**src/rtl/cla_pipe_addsub.sv**
```systemverilog
// Pipelined carry-lookahead adder/subtractor: one SLICE-bit segment is resolved per stage,
// with the inter-segment carry registered and operand/result skew handled inside the pipe.
module cla_pipe_addsub #(
   parameter int WIDTH = 32,
   parameter int SLICE = 8
) (
   input  logic             clk,
   input  logic             rst,
   input  logic             in_valid,
   output logic             in_ready,
   input  logic [WIDTH-1:0] a,
   input  logic [WIDTH-1:0] b,
   input  logic             cin,
   input  logic             sub,
   output logic             out_valid,
   input  logic             out_ready,
   output logic [WIDTH-1:0] sum,
   output logic             cout,
   output logic             ovf,
   output logic             zero
);

   localparam int L  = WIDTH / SLICE;
   localparam int NG = SLICE / 4;

   if (((WIDTH % SLICE) != 0) || ((SLICE % 4) != 0)) begin : g_param_check
      $error("cla_pipe_addsub: WIDTH must be a multiple of SLICE and SLICE a multiple of 4");
   end

   // Handshake: valid/ready. A transfer happens on a rising edge where valid and ready
   // are both high. The whole pipe advances only when the output slot is empty or
   // being drained (w_en); otherwise every register, valid bits included, holds.

   // Two-level CLA over one slice. Returns {carry out, carry into MSB, sum}.
   function automatic logic [SLICE+1:0] cla_slice(input logic [SLICE-1:0] x,
                                                  input logic [SLICE-1:0] y,
                                                  input logic             ci);
      logic [SLICE-1:0] g;
      logic [SLICE-1:0] p;
      logic [NG-1:0]    gg;
      logic [NG-1:0]    gp;
      logic [NG:0]      gc;
      logic [SLICE:0]   c;
      logic             t;
      g = x & y;
      p = x ^ y;
      for (int j = 0; j < NG; j++) begin
         gg[j] = g[4*j+3] | (p[4*j+3] & g[4*j+2]) | (p[4*j+3] & p[4*j+2] & g[4*j+1]) |
                 (p[4*j+3] & p[4*j+2] & p[4*j+1] & g[4*j]);
         gp[j] = &p[4*j +: 4];
      end
      // Group carries as flat sum-of-products over G/P, so no ripple between groups.
      gc[0] = ci;
      for (int j = 1; j <= NG; j++) begin
         gc[j] = 1'b0;
         t     = 1'b1;
         for (int m = j - 1; m >= 0; m--) begin
            gc[j] = gc[j] | (t & gg[m]);
            t     = t & gp[m];
         end
         gc[j] = gc[j] | (t & ci);
      end
      for (int j = 0; j < NG; j++) begin
         c[4*j] = gc[j];
         for (int k = 1; k < 4; k++) begin
            c[4*j+k] = 1'b0;
            t        = 1'b1;
            for (int m = k - 1; m >= 0; m--) begin
               c[4*j+k] = c[4*j+k] | (t & g[4*j+m]);
               t        = t & p[4*j+m];
            end
            c[4*j+k] = c[4*j+k] | (t & gc[j]);
         end
      end
      c[SLICE] = gc[NG];
      return {c[SLICE], c[SLICE-1], p ^ c[SLICE-1:0]};
   endfunction

   logic             w_en;
   logic             w_push;
   logic [L-1:0]     r_vld;
   logic [WIDTH-1:0] r_a    [L];
   logic [WIDTH-1:0] r_b    [L];
   logic [WIDTH-1:0] r_s    [L];
   logic             r_c    [L];
   logic [SLICE+1:0] w_res  [L];
   logic [WIDTH-1:0] w_psum [L];

   logic             r_out_vld;
   logic [WIDTH-1:0] r_sum;
   logic             r_cout;
   logic             r_ovf;
   logic             r_zero;

   assign w_en     = ~r_out_vld | out_ready;
   assign in_ready = w_en & ~rst;
   assign w_push   = in_valid & in_ready;

   // Stage k resolves slice k and merges it into the partial sum carried down the pipe.
   always_comb begin
      for (int k = 0; k < L; k++) begin
         w_res[k]  = cla_slice(r_a[k][k*SLICE +: SLICE], r_b[k][k*SLICE +: SLICE], r_c[k]);
         w_psum[k] = r_s[k];
         w_psum[k][k*SLICE +: SLICE] = w_res[k][SLICE-1:0];
      end
   end

   // Data registers are not reset; only valid bits and the visible output are cleared.
   always_ff @(posedge clk) begin
      if (rst) begin
         r_vld     <= '0;
         r_out_vld <= 1'b0;
         r_sum     <= '0;
         r_cout    <= 1'b0;
         r_ovf     <= 1'b0;
         r_zero    <= 1'b0;
      end else if (w_en) begin
         r_vld[0] <= w_push;
         r_a[0]   <= a;
         r_b[0]   <= b ^ {WIDTH{sub}};
         r_c[0]   <= cin ^ sub;
         r_s[0]   <= '0;
         for (int k = 1; k < L; k++) begin
            r_vld[k] <= r_vld[k-1];
            r_a[k]   <= r_a[k-1];
            r_b[k]   <= r_b[k-1];
            r_c[k]   <= w_res[k-1][SLICE+1];
            r_s[k]   <= w_psum[k-1];
         end
         r_out_vld <= r_vld[L-1];
         r_sum     <= w_psum[L-1];
         r_cout    <= w_res[L-1][SLICE+1];
         r_ovf     <= w_res[L-1][SLICE+1] ^ w_res[L-1][SLICE];
         r_zero    <= ~|w_psum[L-1];
      end
   end

   assign out_valid = r_out_vld;
   assign sum       = r_sum;
   assign cout      = r_cout;
   assign ovf       = r_ovf;
   assign zero      = r_zero;

endmodule

```
**config.mk**
```make
export PLATFORM = sky130hd
export DESIGN_NAME = cla_pipe_addsub
export DESIGN_NICKNAME = d
export VERILOG_FILES = /design/src/rtl/cla_pipe_addsub.sv
export SDC_FILE = /design/constraint.sdc
export NUM_CORES = 1
export LEC_CHECK = 0
export ABC_AREA = 1
export CAP_MARGIN = 5
export CORE_MARGIN = 2
export CORE_UTILIZATION = 60
export CTS_BUF_LIST = sky130_fd_sc_hd__clkbuf_4
export CTS_CLUSTER_SIZE = 14
export DETAILED_ROUTE_END_ITERATION = 8
export DONT_BUFFER_PORTS = 1
export HOLD_SLACK_MARGIN = 0.06
export PLACE_DENSITY = 0.76
export SYNTH_ARGS = -nofsm -noshare
export SYNTH_HDL_FRONTEND = slang
export SYNTH_SLANG_ARGS = --single-unit
```
**constraint.sdc**
```tcl
create_clock -name clk -period 24.1 [get_ports clk]
set_input_delay 4.82 -clock clk [delete_from_list [all_inputs] [get_ports clk]]
set_output_delay 4.82 -clock clk [all_outputs]
set_load 0.05 [all_outputs]
```
Word-level counts from Yosys, hierarchy flattened:

Memories as Yosys holds them, arrays and structs flattened.
Cells that the tools add are included.

* reductions and logical operators: 10
* add/sub/neg operators: 0
* shift operators: 0
* magnitude comparators: 0
* muxes and demuxes: 3
* eq/ne operators: 0
* div/mod/pow operators: 0
* multipliers: 0
* bitwise operators: 232

Operator list (count)
* $and 1x1->1: 130
* $or 1x1->1: 85
* $xor 8x8->8: 8
* $and 8x8->8: 4
* $reduce_and 4->1: 8
* $reduce_or 32->1: 1
* $xor 32x32->32: 1
* $mux 1: 3
* $not 1->1: 2
* $xor 1x1->1: 2
* $logic_not 1->1: 1

* memory bits (writable): 388
* word-level logic and storage cells: 255
* bits of input ports: 70
* flip-flop bits (word level): 40
* latch bits: 0
* bits in read-only memories: 0
* memories kept: 4

Memories
* r_a: words 4, bits a word 32, rd ports 4, clocked after memory_dff 0, write ports 4, RTL line 82 `logic [WIDTH-1:0] r_a [L];`
* r_b: words 4, bits a word 32, rd ports 4, clocked after memory_dff 0, write ports 4, RTL line 83 `logic [WIDTH-1:0] r_b [L];`
* r_s: words 4, bits a word 32, rd ports 4, clocked after memory_dff 0, write ports 4, RTL line 84 `logic [WIDTH-1:0] r_s [L];`
* r_c: words 4, bits a word 1, rd ports 4, clocked after memory_dff 0, write ports 4, RTL line 85 `logic r_c [L];`

Logic depth before layout (Yosys ltp):

Gate-level depths: netlist (run 1).

* word-level depth: 11
* depth in mapped cells: 15
* gate-level depth less buffers: 15

Worst setup path before layout (run 1):

No wires, ideal clock.

* path kind: input-to-output
* start point: input out_ready
* end point: output in_ready
* cell stages on the path: 6
* path buffers: 3
* path slack: 4.455 ns
* data required time: 19.280 ns
* data arrival time: 14.825 ns
* cells stage by stage: or2_1 > buf_6 > clkinv_2 > buf_8 > buf_8 > nor2_1

* cells in the longest elaborated chain, start to end: 2

RTL lines
* from (decl): RTL line 16 `input logic out_ready,`
* $or 1x1->1: RTL line 95 `assign w_en = ~r_out_vld | out_ready;`
* $and 1x1->1: RTL line 96 `assign in_ready = w_en & ~rst;`
* to (decl): RTL line 10 `output logic in_ready,`

Every way passes these cells.

Worst setup path after layout (run 1):

Same ends and word-level chain as after synthesis.

==> results.md, run 1 <==
Die:
- The floorplan has 46 rows.
- The die span in x is between 100 and 150 um.
- The starting utilization of the core area is 0.610.
- Measured along the y axis, the die boundary spans 131 um.
- In this run the standard cell core region covers roughly 16000 sq um.
- about 110 I/O pins were placed.
- The die outline area is about 17000 sq um.

Worst setup path:
- The worst setup path is launched from a primary input.
- The worst register-to-register path ends at r_a[2][29].
- In this run the worst path has a maximum fanout of 60.
- The data arrival time of the critical path is approximately 6.7 ns.
- The endpoint type of the worst setup path is an output pin.
- At the worst endpoint, the required time is between 15 and 20 ns.
- The kind of critical path is primary input to output pin.
- The worst register-to-register path has a depth of 7.
- The register-to-register setup slack is 20.43 ns.
- The startpoint identified for the worst register-to-register timing path is out_valid.

Placement:
- Timing analysis after detailed placement gives a worst setup slack of roughly 13 ns.
- The post-DP HPWL is 9.26 mm.
- The routability congestion estimate is 0.750.
- The count of input and output buffers is 0.
- In this run the cell area measured after placement is approximately 10000 sq um.
- The cell count after placement is between 800 and 900.

Route:
- For this block, the routed nets add up to 14.0 mm of wire.
- The DRC marker count from the first detailed-route iteration is 270.
- The number of remaining DRC errors is 0.
- The wire length per cell after detailed routing is between 10 and 15 um.
- Using the TritonRoute via totals, the vias-per-cell ratio works out to roughly 5.1.
- The count of nets left with antenna violations once routing finished came out at 0.
- For this run, the detailed router's first-pass iteration total came to 6.
- The via count is ~4900.

Timing:
- The actual transition at the worst max-transition pin is 0.921 ns.
- Adding up every negative setup slack in the final design gives 0 ns.
- Setup violations remaining at the end of the flow were counted as 0.
- The final count of hold timing violations is 0.
- Setup repair after global routing left no endpoint under its margin.
- The worst pin sits at a relative slew slack of 0.386.
- Based on the critical path, the design can be clocked at up to 87.1 MHz.
- Of the available clock period, the critical path in the final layout requires 0.476.
- The worst clock skew is roughly 0.033 ns.
- The number of slew-limit violations in the final report came to 0.
- Once routing completed, OpenROAD measured the worst setup slack at approximately 13 ns.
- The minimum period implied by the final worst setup slack is about 11 ns.

Pwr:
- For this design the ratio of total power to cell area is 90.0 nW/um^2.
- For this design the total switching power over the nets is between 0.0002 and 0.00025 W.
- The share of power burned in the clock network is 0.344.
- Of the total power, the share spent switching nets is 0.240.
- The share of total power dissipated in sequential elements is 0.584.
- Internal power comes to between 0.0007 and 0.0008 W.
- The power share of the combinational group is 0.071.
- The worst supply voltage drop on vdd is between 50 and 60 uV.
- Overall power consumption after layout is estimated at about 0.00095 W.
- Summed over all cells, the static leakage comes to around 4.2 nW.

Hold path:
- The worst hold path passes through 0 cells.
- The capture endpoint of the worst hold path is r_b[2][19].
- The worst hold path belongs to the class register to register.
- The launch instance of the worst min-delay path is r_b[1][19].

Synthesis:
- The sequential area share after synthesis is 0.745.
- The predominant post-synthesis flop cell is edfxtp_1.
- For this run, the number of Yosys warnings is 0.
- The number of synthesized flops with an enable pin is between 200 and 250.
- The number of nets in the synthesized netlist is roughly 760.
- Synthesis inferred 252 register bits.
- The synthesized area is 9620 sq um.
- The cell count after synthesis is 654.
- The mean instance size in the synthesized netlist is approximately 15 sq um.
- Yosys mapped the design onto 35 distinct sky130hd cell types.
- Of all flip-flops after synthesis, the portion carrying an async set or reset was 0.

Flow run:
- The count of maximum capacitance violations is 0.

Global route:
- The largest net degree at the start of global routing is between 80 and 90.
- The layer carrying the most global-route usage is met2.
- The initial antenna violation count is 1.
- The global-route wire length before repair is ~22 mm.
- The fraction of met3 tracks used by global routing is 0.0607.
- The global-route track usage on met2 is 0.278.
- The number of global-route vias before repair came to between 4000 and 5000.
- For this run the aggregate overflow at the end of global routing stands at 0.
- The overall fraction of global-route tracks in use is 0.170.
- The met1 global-route usage is 0.204.

CTS:
- The quantity of gates resized following cts is 0.
- The clock transition at the registers of the reported paths is 0.07 ns.
- The clock tree from TritonCTS is done.
- In this run the deepest clock path goes through 3 buffers.
- The setup fix buffers added after clock tree synthesis is 0.
- The maximum level of the CTS H-tree is 2.
- Counting every sink on the clock net gives 252.
- The quantity of hold-fixing buffers added after cts is 0.
- The CTS buffer count is 60.
- The CTS root buffer is clkbuf_4.
- The worst-skew pair later-pin latency is between 0.6 and 0.7 ns.

Status:
- The run finished with clean final reports.

Final layout:
- The non-filler instance count after layout is 962.
- In the final layout, the share of cells above drive strength 1 is 0.161.
- The area overhead of the layout relative to synthesis is 9.86%.
- The cell area after layout is about 11000 sq um.
- At the end of the flow, the number of nets in the layout was around 810.
[cell families (layout without fill, tap and decap cells)]
group / Yosys count / in the layout / share of synthesized area
AND/OR/NAND/NOR: 165 / 165 / 0.0721
buffers and inverters: 73 / 164 / 0.0340
adder cells (fa/ha/maj): 40 / 40 / 0.0583
flip-flops: 252 / 252 / 0.745
AO/OA/AOI/OAI: 77 / 77 / 0.0477
other: 0 / 1 / 0
XOR/XNOR: 47 / 47 / 0.0428
[through the flow]
stage / utilization / hold WS, ns
after CTS: 0.670 / 0.400
after global placement: 0.622 / 0.402
after global routing: 0.670 / 0.404
after floorplan: - / 0.400
final: 0.670 / 0.410
after detailed placement: 0.622 / 0.405
[worst max-delay path by stage]
stage / start / endpoint / slack (ns) / cells past startpoint
floorplan: out_ready / in_ready / 4.45 / 6
global placement: out_ready / in_ready / 12.70 / 5
detailed placement: out_ready / in_ready / 12.61 / 5
CTS: out_ready / in_ready / 12.61 / 5
global route: out_ready / in_ready / 12.42 / 5
finish: out_ready / in_ready / 12.62 / 5
[layout by cell type (no fill, tap or decap), drive strengths merged, types with 4 or more instances in the layout]
| cell | instances |
|---|---|
| a21oi | 25 |
| nand2 | 70 |
| dfxtp | 40 |
| inv | 56 |
| o211ai | 4 |
| clkbuf | 89 |
| clkinv | 14 |
| nor2 | 66 |
| buf | 4 |
| xnor2 | 7 |
| fa | 8 |
| nand4 | 4 |
| o21ai | 34 |
| xor2 | 40 |
| edfxtp | 212 |
| ha | 32 |
| o21bai | 4 |
| nand3 | 21 |
[critical path, stage by stage]
cell      delay, ns
or2_1          0.08
buf_4          0.40
clkinv_2       0.44
nor2_4         0.17
buf_4          0.72
[final cells by class]
cell class / instances / area (sq um)
Tap cell: 216 / 270
Sequential cell: 252 / 7170
Clock buffer: 89 / 668
Multi-Input combinational cell: 329 / 2130
Fill cell: 1165 / 5200
Inverter: 57 / 215
Clock inverter: 14 / 81.3
Timing Repair Buffer: 4 / 30.0
Antenna cell: 1 / 2.50
[cell usage after synthesis, drive strengths merged, types with 7 or more instances]
library cell,number,area (sq um)
ha,32,400
xor2,40,350
a21oi,25,129
edfxtp,212,6370
dfxtp,40,801
nor2,66,250
xnor2,7,61.3
buf,13,100
nand3,21,115
inv,55,206
o21ai,34,170
nand2,70,278
fa,8,160
[power groups by stage]
| stage | registers, W | logic (W) | clock network [W] |
|---|---|---|---|
| global route | 0.000559 | 0.0000783 | 0.000362 |
| finish | 0.000556 | 0.0000678 | 0.000327 |
| global placement | 0.000563 | 0.0000637 | 0 |
| CTS | 0.000556 | 0.0000688 | 0.000339 |
| detailed placement | 0.000565 | 0.0000685 | 0 |
| floorplan | 0.000564 | 0.0000549 | 0 |
[state kept, by name (all words and copies together), names as in the netlist]
name / count
r_a: 80
r_b: 80
cout: 1
out_valid: 1
r_c: 4
ovf: 1
r_s: 48
r_vld: 4
zero: 1
sum: 32
[metal layers]
layer	routed length, um	up-vias	share of wire
met5	0	-	0
met1	5830	2299	0.42
li1	-	2433	-
met4	269	0	0.019
met2	6800	160	0.49
met3	1070	24	0.077
Note: power is estimated with default switching activity, not from simulation.
==> inputs of run 2 (changes only) <==
Settings changed: CORE_UTILIZATION 60 to 59, PLACE_DENSITY 0.76 to 0.78.
Clock period 24.1 ns to 9.7 ns, I/O delays scaled along.
==> run 2 against run 1 <==
Sequential power is 150% higher. Non-clock buffer count unchanged. Register-to-register slack lost 14 ns. Clock skew fell by 0.00056 ns. Power grew to 2.5 times the previous value. Via count is 0.43% higher. Die area rose by 1.6%. Wire length grew 4.4%.
==> results.md, run 2 (synthesized netlist as in run 1, its figures left out) <==
Die:
- In this run the count of I/O pins placed on the die edge is 107.
- The die span in x is between 100 and 150 um.
- The starting utilization of the core area is 0.605.
- After floorplanning, the core was sized to cover around 16000 sq um.
- The y dimension of the die is 132 um.
- The floorplan has 46 rows.
- The die covers 17300 sq um.

CTS:
- The worst-skew pair later-pin latency is about 0.65 ns.
- The CTS root buffer is clkbuf_4.
- After clock tree synthesis, the setup repair step added 0 buffers.
- The maximum clock path buffer count is 3.
- The clock tree from TritonCTS is done.
- The H-tree was split into 2 levels.
- The quantity of gates resized following cts is 0.
- In this run, post-CTS hold repair placed 0 buffers.
- The clock transition at the registers of the reported paths is approximately 0.070 ns.
- For this design, the sink count on the clock tree is about 250.
- In this run, CTS created clock tree buffers numbering 60.

Pwr:
- The switching component of the power is 0.000574 W.
- The analysis attributes to cell leakage a power of about 4.2 nW.
- The net switching fraction of the power is 0.241.
- Of the total power, the clock network draws 0.351.
- The power density relative to cell area is about 230 nW/um^2.
- Of the total power, combinational logic draws 0.071.
- The worst-case IR drop observed on VDD is approximately 150 uV.
- The sequential power share is 0.578.
- The internal power of the cells totals ~0.0018 W.

Final layout:
- The most common cell after layout, fill and taps aside is edfxtp_1.
- The area overhead of the layout relative to synthesis is 10.2%.
- In the layout the commonest cells are edfxtp_1, clkbuf_4, nand2_1, nor2_1, inv_1.
- In the final layout, the registers with the most flip-flops are r_a (80), r_b (80), r_s (48).
- In the final design database the tool counted just over 800 nets.
- The final-layout fill cell count is roughly 1100.
- The multi-input combinational cells in the finished layout cover a total of 2130 sq um.
- The area taken by flip-flops and latches is ~7200 sq um.
- In the final layout, the share of cells above drive strength 1 is 0.167.
- The number of antenna repair diodes is 0.
- The non-filler instance count after layout is between 900 and 1000.

Worst setup path:
- The endpoint type of the worst setup path is an output pin.
- The startpoint identified for the worst register-to-register timing path is out_valid.
- The number of cells on the worst reg-to-reg path is 7.
- Data on the critical path is required at its endpoint by 7.76 ns.
- STA classifies the critical path startpoint as a primary input.
- The largest fanout on the critical path is 52.
- The worst register-to-register path ends at r_b[0][6].
- The worst setup path is of the primary input to output pin kind.
- The register-to-register setup slack is between 6 and 7 ns.
- The data arrival time of the critical path is roughly 3.8 ns.

Timing:
- Across the routed clock network, the largest skew measured is 0.0321 ns.
- Setup violations remaining at the end of the flow were counted as 0.
- The number of slew-limit violations in the final report came to 0.
- Dividing the final minimum period by the clock period gives 0.587.
- The final count of hold timing violations is 0.
- For this run, the top clock speed supported by timing is around 180 MHz.
- Setup repair after global routing left no endpoint under its margin.
- The worst relative slew slack is 0.246.
- For the final routed database, the setup TNS stands at 0 ns.
- For the pin with the worst max-slew slack, the measured transition is 1.13 ns.
- The minimum period implied by the final worst setup slack is 5.70 ns.

Route:
- The via count is ~4900.
- For this block, the routed nets add up to approximately 15 mm of wire.
- Using the TritonRoute via totals, the vias-per-cell ratio works out to roughly 5.1.
- After detailed routing, the number of remaining DRC violations is 0.
- For this block, the initial DRC count from the detailed router was between 200 and 300.
- The number of optimization iterations in the first detailed-route pass is 4.
- The wire length per cell after detailed routing is about 15 um.
- Once detail routing completed, the nets flagged for antenna violations numbered 0.

Global route:
- The number of global-route vias before repair is between 5000 and 6000.
- The initial antenna violation count is 0.
- The global-route wire length before repair is about 23 mm.
- The total overflow left after global routing is 0.
- Entering global routing, the biggest net connects 96 pins.
- For this run, the total global-route usage over all layers was measured as 0.171.

Hold path:
- Counting instances, the worst hold path has a depth of 0.
- The capture endpoint of the worst hold path is r_s[3][10].
- The launch instance of the worst min-delay path is r_s[2][10].
- The path category of the worst min-delay check is register to register.

Flow run:
- The count of maximum capacitance violations is 0.

Placement:
- The routability congestion estimate is between 0.8 and 0.9.
- The wire-length estimate of the detail-placed layout is 9.73 mm.
- The cell count after placement is 858.
- The count of input and output buffers is 0.

Status:
- The flow ran to the end, and the final reports show no timing, DRC or antenna violations.
[run 2: cell types whose count changed in the layout (fill, tap and decap cells not counted)]
cell and change:
clkbuf_4 +4, clkinv_2 +2, diode_2 -1, inv_2 -1
[run 2: through the flow]
step | worst slack (ns) | cell area, sq um | power, W | util | hold WS (ns)
2_1_floorplan | 2.06 | 9630 | 0.00153 | - | 0.400
3_3_place_gp | 4.10 | 9810 | 0.00156 | 0.618 | 0.401
3_5_place_dp | 4.00 | 9810 | 0.00157 | 0.618 | 0.405
4_1_cts | 3.99 | 10600 | 0.00242 | 0.667 | 0.396
5_1_grt | 3.80 | 10600 | 0.00250 | 0.667 | 0.413
6_report | 4.00 | 10600 | 0.00239 | 0.667 | 0.393
[run 2: layout make-up]
class / instances / share of cell area
clock buffers: 93 / 0.0659
clock inverters: 15 / 0.00826
inverters: 57 / 0.0203
multi-input cells: 329 / 0.201
flip-flops and latches: 252 / 0.676
well taps: 216 / 0.0255
repair buffers: 4 / 0.00283
[run 2: worst max path at each step]
stage,startpoint,to,slack [ns]
global placement,out_ready,in_ready,4.10
global route,out_ready,in_ready,3.80
finish,out_ready,in_ready,4.00
CTS,out_ready,in_ready,3.99
floorplan,out_ready,in_ready,2.06
detailed placement,out_ready,in_ready,4.00
[run 2: routing by layer]
| layer | vias to the layer above | GRT usage | wire length (um) |
|---|---|---|---|
| met2 | 150 | 0.290 | 7260 |
| li1 | 2434 | - | - |
| met1 | 2311 | 0.187 | 5780 |
| met4 | 0 | 0.0894 | 536 |
| met3 | 42 | 0.0648 | 1010 |
| met5 | - | 0 | 0 |
[run 2: power groups by stage]
stage | Sequential (W) | Combinational (W) | Clock, W
6_report | 0.00138 | 0.000169 | 0.000837
5_1_grt | 0.00139 | 0.000194 | 0.000919
4_1_cts | 0.00138 | 0.000171 | 0.000864
3_5_place_dp | 0.00140 | 0.000169 | 0
3_3_place_gp | 0.00140 | 0.000158 | 0
2_1_floorplan | 0.00139 | 0.000137 | 0
[run 2: worst max-delay path, cell delays in order]
cell      delay (ns)
or2_1           0.08
buf_4           0.40
clkinv_2        0.47
nor2_4          0.20
buf_4           0.63
